===== src/rtl/prio_rr_arbiter.sv =====
// Fixed-priority / round-robin arbiter with a bounded grant length.
// One GAP cycle and one IDLE arbitration cycle separate consecutive grants.
module prio_rr_arbiter #(
    parameter int N        = 4,
    parameter int HOLD_MAX = 8
) (
    input  logic                 clk,
    input  logic                 rst,
    input  logic                 mode,
    input  logic [N-1:0]         req,
    input  logic [N-1:0]         done,
    output logic [N-1:0]         gnt,
    output logic [$clog2(N)-1:0] gnt_id,
    output logic                 busy,
    output logic                 timeout_err
);
    localparam int IW = $clog2(N);

    typedef enum logic [1:0] {IDLE, GRANT, GAP} state_t;

    state_t          state_q, state_d;
    logic [N-1:0]    gnt_q, gnt_d;
    logic [IW-1:0]   id_q, id_d;
    logic [IW-1:0]   ptr_q, ptr_d;
    logic [7:0]      hold_q, hold_d;
    logic            to_q, to_d;

    logic [IW-1:0]   win;
    logic [IW-1:0]   idx;
    logic            found;
    logic            rel;
    logic            at_max;

    // First requester at or after the search start, wrapping at N-1.
    always_comb begin
        win   = '0;
        idx   = '0;
        found = 1'b0;
        for (int i = 0; i < N; i++) begin
            idx = mode ? IW'((int'(ptr_q) + i) % N) : IW'(i);
            if (!found && req[idx]) begin
                found = 1'b1;
                win   = idx;
            end
        end
    end

    assign rel    = done[id_q] | ~req[id_q];
    assign at_max = (hold_q == 8'(HOLD_MAX));

    always_ff @(posedge clk or posedge rst) begin
        if (rst) state_q <= IDLE;
        else     state_q <= state_d;
    end

    always_comb begin
        state_d = state_q;
        unique case (state_q)
            IDLE:    if (|req) state_d = GRANT;
            GRANT:   if (rel || at_max) state_d = GAP;
            GAP:     state_d = IDLE;
            default: state_d = IDLE;
        endcase
    end

    always_comb begin
        gnt_d  = gnt_q;
        id_d   = id_q;
        ptr_d  = ptr_q;
        hold_d = hold_q;
        to_d   = 1'b0;
        unique case (state_q)
            IDLE: begin
                if (|req) begin
                    gnt_d      = '0;
                    gnt_d[win] = 1'b1;
                    id_d       = win;
                    hold_d     = 8'd1;
                end
            end
            GRANT: begin
                if (rel || at_max) begin
                    // ptr only matters at the next IDLE, so it can move now.
                    gnt_d  = '0;
                    id_d   = '0;
                    hold_d = '0;
                    to_d   = at_max & ~done[id_q];
                    ptr_d  = (id_q == IW'(N - 1)) ? '0 : id_q + 1'b1;
                end else begin
                    hold_d = hold_q + 8'd1;
                end
            end
            default: ;
        endcase
    end

    always_ff @(posedge clk or posedge rst) begin
        if (rst) begin
            gnt_q  <= '0;
            id_q   <= '0;
            ptr_q  <= '0;
            hold_q <= '0;
            to_q   <= 1'b0;
        end else begin
            gnt_q  <= gnt_d;
            id_q   <= id_d;
            ptr_q  <= ptr_d;
            hold_q <= hold_d;
            to_q   <= to_d;
        end
    end

    always_comb begin
        gnt         = gnt_q;
        gnt_id      = id_q;
        busy        = (state_q == GRANT);
        timeout_err = to_q;
    end
endmodule


===== config.mk =====
export PLATFORM = sky130hd
export DESIGN_NAME = prio_rr_arbiter
export DESIGN_NICKNAME = d
export VERILOG_FILES = /design/src/rtl/prio_rr_arbiter.sv
export SDC_FILE = /design/constraint.sdc
export NUM_CORES = 1
export LEC_CHECK = 0
export ABC_CLOCK_PERIOD_IN_PS = 4070
export CAP_MARGIN = 20
export CORE_AREA = 5 5 70 53
export DETAILED_ROUTE_END_ITERATION = 6
export DIE_AREA = 0 0 75 58
export PLACE_DENSITY = 0.66
export SYNTH_ARGS = -nofsm -noshare
export SYNTH_HDL_FRONTEND = slang
export SYNTH_SLANG_ARGS = --single-unit
export TNS_END_PERCENT = 1

===== constraint.sdc =====
create_clock -name clk -period 4.07 [get_ports clk]
set_clock_uncertainty 0.15 [all_clocks]
set_input_delay 0.407 -clock clk [delete_from_list [all_inputs] [get_ports clk]]
set_output_delay 0.407 -clock clk [all_outputs]
set_load 0.01 [all_outputs]

==> impl_metrics.csv <==
group,metric,value,unit
outcome,run_status,"completed",
worst_setup_path,worst_setup_path_end_kind,"register",
power_and_ir_drop,worst_ir_drop_vdd,0.2807,mV
worst_setup_path,cpLargestDelayFamily,"compound AO/OA/AOI/OAI gates",
sta,finalHoldViolCount,0,
grt,grt_max_degree,20,
placed_design,finalWeightedCongestion,0.7957,
synthesis,postSynthNetCount,146,
layout,areaGrowthSynthToFinish,17.91,%
grt,overflow,0,
worst_setup_path,critical_path.cell_chain,"clkdlybuf4s50_1 > nor4_2 > a21oi_2 > nand2_1 > a22o_1",
synthesis,synth.yosys.seq_area_share,37.81,%
detailed_routing,ant_nets,0,
layout,final_layout_size_suffix_gt1_share,8.844,%
power_and_ir_drop,power.density_cell_area,579.5,nW/um^2
floorplan,floorplan.die.width,75,um
clock_network,clk_latency,0.25,ns
floorplan,die_h,58,um
clock_network,cts_resized,0,
grt,initial_antenna_violation_count,0,
detailed_routing,via_per_inst,5.568,
synthesis,post_synth.cell_area_avg,9.526,um^2
synthesis,post_synth_inst_count,132,
detailed_routing,wirelength_per_cell,14.63,um
synthesis,yosys_warnings,0,
worst_setup_path,critical-path-slowest-cell,"clkdlybuf4s50_1",
grt,first_global_vias,1026,
clock_network,cts_max_level,1,
synthesis,number_of_synthesized_flops_with_an_enable_pin,0,
sta,final-setup-viol-count,0,
sta,layout_worst_path_cycle_share,54.47,%
clock_network,root_buffer,"clkbuf_8",
worst_setup_path,setup.worst_path.class,"in2reg",
run,drv.max_cap_violation_count,0,
sta,setup_repair_after_global_routing_missed_its_margin,"false",
power_and_ir_drop,total_leakage_power,0.0006511,uW
layout,final_cell_count_no_fill,185,
detailed_routing,total_number_of_vias,1030,
layout,num_antenna_cells,0,
grt,grt_pass1_wl,4.671,mm
floorplan,io_pins,19,
synthesis,netlist-cell-type-count,46,
layout,filler_instances,266,
detailed_routing,drtPass1Iterations,4,
floorplan,placementRows,17,
placed_design,place_hpwl,2.046,mm
clock_network,cts_hold_buffers,0,
worst_setup_path,required_time_worst_endpoint,4.06,ns
hold_path,timing.hold.worst.class,"reg2reg",
power_and_ir_drop,design_power_total,859.2,uW
floorplan,floorplan.core_area,2999,um^2
floorplan,initial_standard_cell_utilization_of_the_core,41.93,%
layout,layout.cells.most_common_list,"19 x dfrtp_1, 18 x clkdlybuf4s50_1, 10 x nand2_1, 9 x inv_1, 9 x nor2_1",
clock_network,tritoncts,"done",
layout,layout.cells.most_common,"dfrtp_1",
clock_network,cts_made_buffers,3,
worst_setup_path,worstPathMaxFanout,14,
sta,timing_max_transition_violations_final,0,
worst_setup_path,arrival,2.21,ns
sta,max_freq,0.4511,GHz
placed_design,placement.io_buffers,18,
sta,slew_headroom,50.90,%
clock_network,postCtsSetupRepairBufs,0,
placed_design,place.detailed.instances,181,
layout,layout.nets,162,
clock_network,cts-root-to-sink-buffers,2,
clock_network,cts_num_sinks,19,
floorplan,dieArea,4350,um^2
worst_setup_path,timing.critical_path.slowest_cell_delay,0.67,ns
sta,final_period_minus_worst_setup_slack,2.217,ns
detailed_routing,drt_first_iter_violations,38,
sta,fin_tns_setup,0,ns
synthesis,cell_area_after_technology_mapping,1257,um^2
worst_setup_path,worstPathBufferInverterCount,1,
clock_network,path_clk_slew,0.07,ns
placed_design,preCtsSetupSlack,1.595,ns
sta,setup_slack,1.853,ns
detailed_routing,drc,0,
grt,groute.usage.overall,13.83,%
sta,worst-slew-pin-transition,0.7357,ns
detailed_routing,totalWireLength,2.706,mm
synthesis,yosys_register_bits,19,
synthesis,synth-async-reset-ratio,100.0,%
synthesis,postSynth.topFlopCell,"dfrtp_1",
worst_setup_path,cp-start-kind,"input pin",
where the power goes:
part / leakage (uW) / switching, uW / total (uW) / internal, uW
sequential: 0.000252 / 76.7 / 318 / 241
combinational: 0.000376 / 209 / 412 / 202
clock: 0.0000228 / 60.4 / 130 / 69.6
total: 0.000651 / 346 / 859 / 513
routing by layer:
metal  up-vias  global-route usage, %  share of wire (%)
met5         -                      0                  0
met4         0                  3.046               0.44
met3         2                  5.026                5.9
met2        24                  18.73                 41
met1       491                  20.79                 52
li1        513                      -                  -
synthesized netlist by cell type, drive strengths merged (3+ instances only):
master   instances  share of area [%]
nand3            3                1.2
nand4            5                3.0
o21ai            7                2.8
nor3             3                1.2
a21oi            7                3.1
nand2b           3                1.5
dfrtp           19                 38
buf              7                3.8
nor2            10                3.6
and2             3                1.5
o2bb2ai          3                2.1
nand2           10                3.0
xor2             5                3.5
inv              9                2.7
ha               3                3.0
a22o             3                2.1
cell type report:
cell class                 instances  area [um^2]  share of cell area, %
timing repair buffer              18        180.2                  12.15
multi-input combinational         96        696.9                  47.00
inverter                          10        37.54                  2.532
clock buffer                       4        45.04                  3.038
sequential                        19        475.5                  32.07
tap                               38        47.55                  3.207
cells by family after synthesis:
kind of cell | share of synthesized area [%]
compound gates | 18.81
mux | 7.263
flops | 37.81
fa+ha+maj | 2.985
buf+inv | 6.765
xor+xnor | 3.482
simple gates | 22.89
state kept, by name, indices dropped and copies added (netlist names):
register and cells:
gnt 4, gnt_id 2, state_q 2, hold_q 8, ptr_q 2, timeout_err 1
worst paths after layout:
path,to,from,depth (start not counted),slack [ns]
max in group asynchronous,hold_q[6]$_DFFE_PP0P_,rst,2,2.88
worst min register to register,gnt[1]$_DFFE_PP0P_,gnt[1]$_DFFE_PP0P_,1,0.35
min in group asynchronous,hold_q[4]$_DFFE_PP0P_,rst,2,0.42
worst min-delay path,gnt[1]$_DFFE_PP0P_,gnt[1]$_DFFE_PP0P_,1,0.35
worst max register to register,gnt[2]$_DFFE_PP0P_,hold_q[0]$_DFFE_PP0P_,7,2.10
worst max-delay path,gnt[2]$_DFFE_PP0P_,req[2],5,1.85
metrics by stage:
step	area [um^2]	util [%]	hold WS, ns
after floorplan	1257	-	0.2081
after global placement	1438	47.93	0.3417
after detailed placement	1438	47.93	0.3290
after CTS	1483	49.44	0.3545
after global routing	1483	49.44	0.3820
final	1483	49.44	0.3501
(Power assumes the default switching activity.)
